`src/rtl/fifo_pkg.sv`:
```
// Shared types and defaults for the FIFO read-side streaming block.
// Occupancy encodings are shared by the skid buffer and the top.
package fifo_pkg;

  typedef enum logic [1:0] {
    OCC_EMPTY = 2'd0,
    OCC_ONE   = 2'd1,
    OCC_FULL  = 2'd2
  } occ_e;

  localparam int DATA_WIDTH_DEF = 4;
  localparam int CNT_WIDTH_DEF  = 16;

endpackage

```
`src/rtl/fifo_rd_stream_if.sv`:
```
// FIFO read port plus downstream valid/ready stream.
// master = the read-stream block, slave = FIFO and sink side.
interface fifo_rd_stream_if
  import fifo_pkg::*;
#(
  parameter int DW = DATA_WIDTH_DEF
);

  logic          fifo_rd_en;
  logic [DW-1:0] fifo_rd_data;
  logic          fifo_rd_val;
  logic          out_valid;
  logic [DW-1:0] out_data;
  logic          out_ready;

  modport master (
    output fifo_rd_en,
    output out_valid,
    output out_data,
    input  fifo_rd_data,
    input  fifo_rd_val,
    input  out_ready
  );

  modport slave (
    input  fifo_rd_en,
    input  out_valid,
    input  out_data,
    output fifo_rd_data,
    output fifo_rd_val,
    output out_ready
  );

endinterface

```
`src/rtl/stream_skid2.sv`:
```
// Two-entry head/tail skid buffer with occupancy FSM.
// Head is always the presented beat; tail only fills under stall.
module stream_skid2
  import fifo_pkg::*;
#(
  parameter int DW = DATA_WIDTH_DEF
) (
  input  logic          clk,
  input  logic          reset,
  input  logic          in_valid,
  input  logic [DW-1:0] in_data,
  input  logic          pop,
  output logic          out_valid,
  output logic [DW-1:0] out_data,
  output occ_e          occ
);

  occ_e          occ_q, occ_d;
  logic [DW-1:0] head_q, head_d;
  logic [DW-1:0] tail_q, tail_d;

  always_comb begin
    occ_d  = occ_q;
    head_d = head_q;
    tail_d = tail_q;
    unique case (occ_q)
      OCC_EMPTY: begin
        if (in_valid) begin
          occ_d  = OCC_ONE;
          head_d = in_data;
        end
      end
      OCC_ONE: begin
        if (in_valid && pop) begin
          head_d = in_data;
        end else if (in_valid) begin
          occ_d  = OCC_FULL;
          tail_d = in_data;
        end else if (pop) begin
          occ_d  = OCC_EMPTY;
        end
      end
      OCC_FULL: begin
        if (pop) begin
          occ_d  = OCC_ONE;
          head_d = tail_q;
        end
      end
      default: occ_d = OCC_EMPTY;
    endcase
  end

  always_ff @(posedge clk) begin
    if (reset) begin
      occ_q  <= OCC_EMPTY;
      head_q <= '0;
      tail_q <= '0;
    end else begin
      occ_q  <= occ_d;
      head_q <= head_d;
      tail_q <= tail_d;
    end
  end

  // The read-enable throttle upstream must make this unreachable.
  a_no_overflow: assert property (
    @(posedge clk) disable iff (reset)
    !(in_valid && occ_q == OCC_FULL)
  );

  assign out_valid = (occ_q != OCC_EMPTY);
  assign out_data  = head_q;
  assign occ       = occ_q;

endmodule

```
`src/rtl/fifo_rd_stream.sv`:
```
// FIFO read master: issues rd_en, captures the 1-cycle-late data
// into a 2-entry skid buffer and counts delivered beats.
module fifo_rd_stream
  import fifo_pkg::*;
#(
  parameter int DATA_WIDTH = DATA_WIDTH_DEF,
  parameter int CNT_WIDTH  = CNT_WIDTH_DEF
) (
  input  logic                 clk,
  input  logic                 reset,
  input  logic                 drain_en,
  fifo_rd_stream_if.master     bus,
  output logic [CNT_WIDTH-1:0] beat_cnt,
  output logic                 idle
);

  logic                 pend_q, pend_d;
  logic [CNT_WIDTH-1:0] cnt_q, cnt_d;
  logic                 skid_valid;
  logic [DATA_WIDTH-1:0] skid_data;
  occ_e                 occ;
  logic                 pop;
  logic                 cap;
  logic                 rd_en;
  logic [2:0]           level;

  assign pop = skid_valid & bus.out_ready;
  assign cap = pend_q & bus.fifo_rd_val;

  // Count the in-flight read as occupied so a capture always fits.
  always_comb begin
    level = 3'(occ) + 3'(pend_q) - 3'(pop);
    rd_en = ~reset & drain_en & (level < 3'd2);
  end

  always_comb begin
    pend_d = rd_en;
    cnt_d  = cnt_q + CNT_WIDTH'(pop);
  end

  always_ff @(posedge clk) begin
    if (reset) begin
      pend_q <= 1'b0;
      cnt_q  <= '0;
    end else begin
      pend_q <= pend_d;
      cnt_q  <= cnt_d;
    end
  end

  stream_skid2 #(
    .DW(DATA_WIDTH)
  ) u_skid (
    .clk      (clk),
    .reset    (reset),
    .in_valid (cap),
    .in_data  (bus.fifo_rd_data),
    .pop      (pop),
    .out_valid(skid_valid),
    .out_data (skid_data),
    .occ      (occ)
  );

  assign bus.fifo_rd_en = rd_en;
  assign bus.out_valid  = skid_valid;
  assign bus.out_data   = skid_data;
  assign beat_cnt       = cnt_q;
  assign idle           = (occ == OCC_EMPTY) & ~pend_q;

endmodule

```
`src/flat_wrapper.sv`:
```
// flat-port wrapper written by rule: the top's interface ports become plain ports
module fifo_rd_stream_flat import fifo_pkg::*;
#(
  parameter int DATA_WIDTH = DATA_WIDTH_DEF,
  parameter int CNT_WIDTH  = CNT_WIDTH_DEF
)
  (clk, reset, drain_en, beat_cnt, idle, bus_fifo_rd_en, bus_out_valid, bus_out_data, bus_fifo_rd_data, bus_fifo_rd_val, bus_out_ready);
  fifo_rd_stream_if #(.DW(4)) bus_i ();
  input  logic clk;
  input  logic reset;
  input  logic drain_en;
  output logic [CNT_WIDTH-1:0] beat_cnt;
  output logic idle;
  output wire logic [$bits(bus_i.fifo_rd_en)-1:0] bus_fifo_rd_en;
  output wire logic [$bits(bus_i.out_valid)-1:0] bus_out_valid;
  output wire logic [$bits(bus_i.out_data)-1:0] bus_out_data;
  input wire logic [$bits(bus_i.fifo_rd_data)-1:0] bus_fifo_rd_data;
  input wire logic [$bits(bus_i.fifo_rd_val)-1:0] bus_fifo_rd_val;
  input wire logic [$bits(bus_i.out_ready)-1:0] bus_out_ready;
  assign bus_fifo_rd_en = bus_i.fifo_rd_en;
  assign bus_out_valid = bus_i.out_valid;
  assign bus_out_data = bus_i.out_data;
  assign bus_i.fifo_rd_data = bus_fifo_rd_data;
  assign bus_i.fifo_rd_val = bus_fifo_rd_val;
  assign bus_i.out_ready = bus_out_ready;
  fifo_rd_stream #(.DATA_WIDTH(DATA_WIDTH), .CNT_WIDTH(CNT_WIDTH)) u_core (.clk(clk), .reset(reset), .drain_en(drain_en), .bus(bus_i), .beat_cnt(beat_cnt), .idle(idle));
endmodule
```
`config.mk`:
```
export PLATFORM = sky130hd
export DESIGN_NAME = fifo_rd_stream_flat
export DESIGN_NICKNAME = d
export VERILOG_FILES = /design/src/rtl/fifo_pkg.sv /design/src/rtl/fifo_rd_stream_if.sv /design/src/rtl/stream_skid2.sv /design/src/rtl/fifo_rd_stream.sv /design/src/flat_wrapper.sv
export SDC_FILE = /design/constraint.sdc
export NUM_CORES = 1
export LEC_CHECK = 0
export CORE_MARGIN = 4
export CORE_UTILIZATION = 35
export DETAILED_ROUTE_END_ITERATION = 7
export HOLD_SLACK_MARGIN = 0.08
export PLACE_DENSITY = 0.67
export SLEW_MARGIN = 20
export SYNTH_ARGS = -nofsm -noshare
export SYNTH_HDL_FRONTEND = slang
export SYNTH_SLANG_ARGS = --single-unit
```
`constraint.sdc`:
```
create_clock -name clk -period 6.5 [get_ports clk]
set_input_delay 1.625 -clock clk [delete_from_list [all_inputs] [get_ports clk]]
set_output_delay 1.625 -clock clk [all_outputs]
set_load 0.1 [all_outputs]
```
==> run metrics <==
die area 4591 sq um; Power per Cell Area 181.9 nW/um^2; count leader, synth dfxtp_1; largest family of logic cells by synthesized area simple AND/OR/NAND/NOR gates; post-layout minimum cycle time 5262 ps; main flop type after synthesis dfxtp_1; Max VDD drop 125.5 uV; Synth Area in Compound Gates 0.1081; final setup vio count 0; layout cell share with drive strength beyond 1 0.06471; Synth Cell Area 1250 sq um; Met2 Wirelength 1.271 mm; crit path launch type primary input; TritonCTS clock tree done; ant diodes 0; status finished, final reports clean; M1 WL approximately 1.1 mm; Mapped Nets around 150; GPL Wtd Cong ~0.79; synth warn 0; Rel. slew slack 0.3482; vias in the first global route 1054; FFs w/ async S/R, synth 0; unrepaired setup endpoints after global routing false; post-route ant nets 0; I/O Buffers 31; Tot GR Track Use 0.1265; Commonest cells post-synth dfxtp_1 (27), nor2_1 (21), nand2_1 (10); num rows 21; largest cells by area after synthesis dfxtp_1 (43%), mux2i_1 (7.2%), nor2_1 (6.3%); dpl cell area between 1500 and 2000 sq um; post-synth top area cell dfxtp_1; Fmax 190.0 MHz; Die Ht slightly below 70 um; postcts setup bufs 0; CTS hold repair buffers 0; footprint of the multi-input gates 666.9 sq um; Simple-Gate Fraction of Synth Area 0.2432; kind of critical path primary input to output pin; post-synthesis mux area share 0.07207; Seq cells post-synth 27; crit-path cells clkdlybuf4s50_1, xor2_1, nand2_1, fa_1, xor2_1, nor3_1, buf_4; clk_lat worst skew approximately 330 ps; number of DRC markers in iteration 0 between 40 and 50; Synth Area in XOR/XNOR 0.08408; drt total wl 2.532 mm; initial core utilization 0.3688; Avg Inst Size Synth ~8.9 sq um; final net count 182; I/O Pins 32; root buf cell clkbuf_4; H-Tree Depth 1; LEAKAGE ~0.56 nW; Worst Hold Class flop to flop; Pre-Repair DR Iteration Count 4; Slowest-stage cell, CP clkdlybuf4s50_1; CP Capture Type output pin; largest net degree at the start of global routing 29; Worst Max-Slew Pin Slew a little under 1000 ps; die width 67.76 um; CP dominant cell by count xor2_1; final worst path period share 0.8096; setup TNS 0 ps; first-pass GRT wire length 4.478 mm; synth unique cells 33; clk buf depth 2; core box area 3390 sq um; Routed WL per cell 11.72 um; Via Count 1069; DRC Markers 0; highest routed layer met3; final hold vios 0; Crit path largest cell delay 670 ps; final instance area ~1600 sq um; Reg clk slew, reported paths 140 ps; CP max FO 8; Synth Area in Adders 0.02603; area share of the largest cell type after synthesis 0.4324; met3 wire len ~110 um; clk sinks 27; r2r setup slk 4530 ps; Buf/Inv on CP 2; family with the most delay on the worst path buffers and inverters; fin. max-slew vios 0; Via density about 4.9; Fin Clk Skew about 13 ps; max-cap check violation count 0; CTS buffer count 3; CP Data Arrival Time about 3600 ps; number of synthesized flops with an enable pin 0; register area share after synthesis 0.4324; CP required ~5000 ps; cts repair resizes 0; synth-to-layout area growth 30.13%; Cells after Synth 140; total gr overflow 0; hpwl dp 1.923 mm; initial antenna violation count 0; Reg area between 500 and 600 sq um; fillers 350
## cell type report
class                           instances  area share
Multi-Input combinational cell        102      0.4100
Sequential cell                        27      0.3323
Timing Repair Buffer                   32      0.1938
Tap cell                               46     0.03538
Clock buffer                            3     0.01385
Inverter                                5     0.01154
Clock inverter                          1    0.003077
## layout by cell type (no fill, tap or decap), drive strengths merged
master,netlist,layout
clkdlybuf4s50,0,30
dfxtp,27,27
nor2,21,21
nand2,10,10
mux2i,9,9
xnor2,8,8
nor3,6,6
inv,5,5
a211oi,5,5
a21oi,5,5
nand3,5,5
xor2,4,4
nor4,4,4
o21ai,4,4
or3,4,4
clkbuf,4,3
nor2b,2,2
nand4,2,2
buf,2,2
o211ai,1,1
or2,1,1
nand3b,1,1
o31ai,1,1
nand2b,1,1
o21a,1,1
o22a,1,1
nor3b,1,1
or4,1,1
a21o,1,1
nand4b,1,1
fa,1,1
ha,1,1
clkinv,0,1
## power by group
group | internal (mW) | switching [mW]
clock network | 0.0231 | 0.0499
logic | 0.0152 | 0.0363
registers | 0.168 | 0.00296
## registers in the layout (all words and copies together) (netlist names)
register / count
u_core.beat_cnt: 16
u_core.pend_q: 1
u_core.u_skid.occ: 2
u_core.u_skid.out_data: 4
u_core.u_skid.tail_q: 4
## final timing paths
path | depth (start not counted) | to | startpoint
max | 7 | bus_fifo_rd_en | bus_out_ready
min | 2 | u_core.u_skid.out_data[1] | u_core.u_skid.out_data[1]
min reg2reg | 2 | u_core.u_skid.out_data[1] | u_core.u_skid.out_data[1]
max reg2reg | 4 | u_core.beat_cnt[13] | u_core.u_skid.occ[1]
## per-stage QoR
stage                     utilization  hold WS [ps]  worst slack, ps  power, mW  cells
final                          0.4799         510.0             1238     0.2959    216
after global routing           0.4799         555.3             1130     0.3098    216
after CTS                      0.4799         517.6             1224     0.3009    216
after detailed placement       0.4718         481.8             1231     0.2268    212
after global placement         0.4718         471.7             1293     0.2261    212
after floorplan                     -         459.6            236.7     0.2123    140
## layer usage
metal  global-route usage  vias to the layer above
met3              0.04160                        0
li1                     -                      546
met2               0.2224                       29
met5                    0                        -
met1               0.1471                      494
met4              0.03038                        0
## worst register-to-register path, stage by stage (launching register included)
cell and delay (ps):
dfxtp_1 650, o211ai_4 190, or4_4 600, or3_1 320
a21oi_1 160
## logic make-up after synthesis
| group | count (synthesis) |
|---|---|
| adders and majority gates | 2 |
| buffers and inverters | 11 |
| muxes | 9 |
| DFF | 27 |
| and+or+nand+nor | 60 |
| xor gates and xnor gates | 12 |
| AOI/OAI and AO/OA | 19 |
Note: power is estimated with default switching activity, not from simulation.
==> patch, RTL diff (same flow settings) <==
`CNT_WIDTH_DEF`: 16 -> 32.
--- a/src/rtl/fifo_pkg.sv
+++ b/src/rtl/fifo_pkg.sv
@@ -10,5 +10,5 @@
 
   localparam int DATA_WIDTH_DEF = 4;
-  localparam int CNT_WIDTH_DEF  = 16;
+  localparam int CNT_WIDTH_DEF  = 32;
 
 endpackage
Interface: changed (resized beat_cnt); port bits go from 32 to 48. The function was not compared with the original's and may differ.
==> patch against the unedited design <==
Count of clock-buffer cells in the layout is 2 higher; routed wire length is 96% higher; largest power group unchanged; cell area is 70% higher; sequential power is 58% higher; combinational power up 20%; cell count is 72% higher; sequential cell count is 16 higher; power increased by 69%; core utilization shrank 1.6 points; synthesized area grew 72%; worst setup slack got worse by 34 ps; fmax fell by 0.64%.
==> patch: results (changes against the unedited design) <==
| Metric | Value |
|---|---|
| IO buf count | 47 (+52%) |
| Largest register FFs | 32 (+16) |
| Syn Inst Count | 250 (+79%) |
| Status | finished, final reports clean |
| Global-route wire length before repair | 8.46 mm (+89%) |
| Post-CTS setup buffer count | 0 (unchanged) |
| Number of global-route vias before repair | 1781 (+69%) |
| CP max FO | 11 (+3) |
| Hpwl dp | 3.55 mm (+85%) |
| Area contributors post-synth | dfxtp_1, a21oi_1, mux2_2 |
| Max VDD drop | 92.2 uV (-27%) |
| Iter 0 DRT Violations | 90 (+91%) |
| Layout cells sized above 1 | 9.80% (+3.3 points) |
| WP data arrival | 3670 ps (+30 ps) |
| Worst skew pair latency | 300 ps (-30 ps) |
| GRT met2 Usage | 21.2% (-1.0 points) |
| Placer Congestion | 0.721 (-9.1%) |
| Largest net degree at the start of global routing | 48 (+66%) |
| Post-Syn Nets | 261 (+73%) |
| Final nets | 306 (+68%) |
| Met3 WL post-DR | 146 microns (+30%) |
| H-tree depth | 2 (+1) |
| Clk root buf | clkbuf_8 |
| Pre-CTS setup slack | 1180 ps (-48.9 ps) |
| Final clock skew | 9.48 ps (-3.19 ps) |
| Met1 wire length | 2.43 mm (+110%) |
| Overall Global Routing Usage | 14.0% (+1.4 points) |
| Leakage | 0.890 nW (+60%) |
| Critical Path Max Stage Delay | 720 ps (+50 ps) |
| TritonCTS Buffers | 5 (+2) |
| Synth unique cells | 42 (+27%) |
| Met2 wire length | 2.30 mm (+81%) |
| Vias/cell | 5.37 (+8.5%) |
| Fraction of met1 tracks used by global routing | 19.9% (+5.2 points) |
| Routed wire length | 4.96 mm (+96%) |
| Worst-margin pin slew | 990 ps (+15.6 ps) |
| DP Area | 2680 sq um (+68%) |
| Fillers | 632 (+81%) |
| Clock slew at reported path FFs | 80 ps (-60 ps) |
| Sequential share of the synthesized area | 40.0% (-3.3 points) |
| Met3 Track Usage GR | 2.28% (-1.9 points) |
| DR top layer | met4 |
| Post-synth top cells | dfxtp_1, a21oi_1, nor2_1 |
[patch: power by group]
group          switching [mW]  internal (mW)
registers             0.00364          0.267
logic                  0.0441         0.0179
clock network          0.0941         0.0737
[patch: final cells by class]
type	count	share of cell area (%)
repair buffers	48	17.2
multi-input cells	193	44.7
flip-flops and latches	43	31.2
clock inverters	3	0.543
well taps	75	3.40
inverters	4	0.543
clock buffers	5	2.49
[patch: critical path: cells and delay by family]
kind	cells	cell delay, ps
xor gates and xnor gates	2	340
adders and majority gates	1	390
buffers and inverters	2	1040
and+or+nand+nor	2	270
[patch: per-stage QoR]
| step | utilization, % | instances | hold WS, ps |
|---|---|---|---|
| floorplan | - | 250 | 456 |
| global placement | 45.0 | 363 | 463 |
| detailed placement | 45.0 | 363 | 482 |
| CTS | 46.4 | 371 | 500 |
| global route | 46.4 | 371 | 535 |
| finish | 46.4 | 371 | 496 |
[patch: worst paths after layout]
path	start	endpoint	slack, ps	cells after the start
worst max-delay path	bus_out_ready	bus_fifo_rd_en	1200	7
worst min register to register	u_core.u_skid.tail_q[2]$_SDFFE_PP0P_	u_core.u_skid.tail_q[2]$_SDFFE_PP0P_	500	2
worst min-delay path	u_core.u_skid.tail_q[2]$_SDFFE_PP0P_	u_core.u_skid.tail_q[2]$_SDFFE_PP0P_	500	2
worst max register to register	u_core.u_skid.occ[1]$_SDFFE_PP0P_	u_core.beat_cnt[28]$_SDFF_PP0_	3860	8
[patch: cell families (layout without fill, tap and decap cells)]
logic type / after synthesis / after routing / share of synthesized area [%]
compound gates: 49 / 49 / 14.1
xor+xnor: 10 / 10 / 4.06
fa+ha+maj: 2 / 2 / 1.51
buf+inv: 14 / 60 / 2.79
flops: 43 / 43 / 40.0
mux: 12 / 12 / 6.04
simple gates: 120 / 120 / 31.6
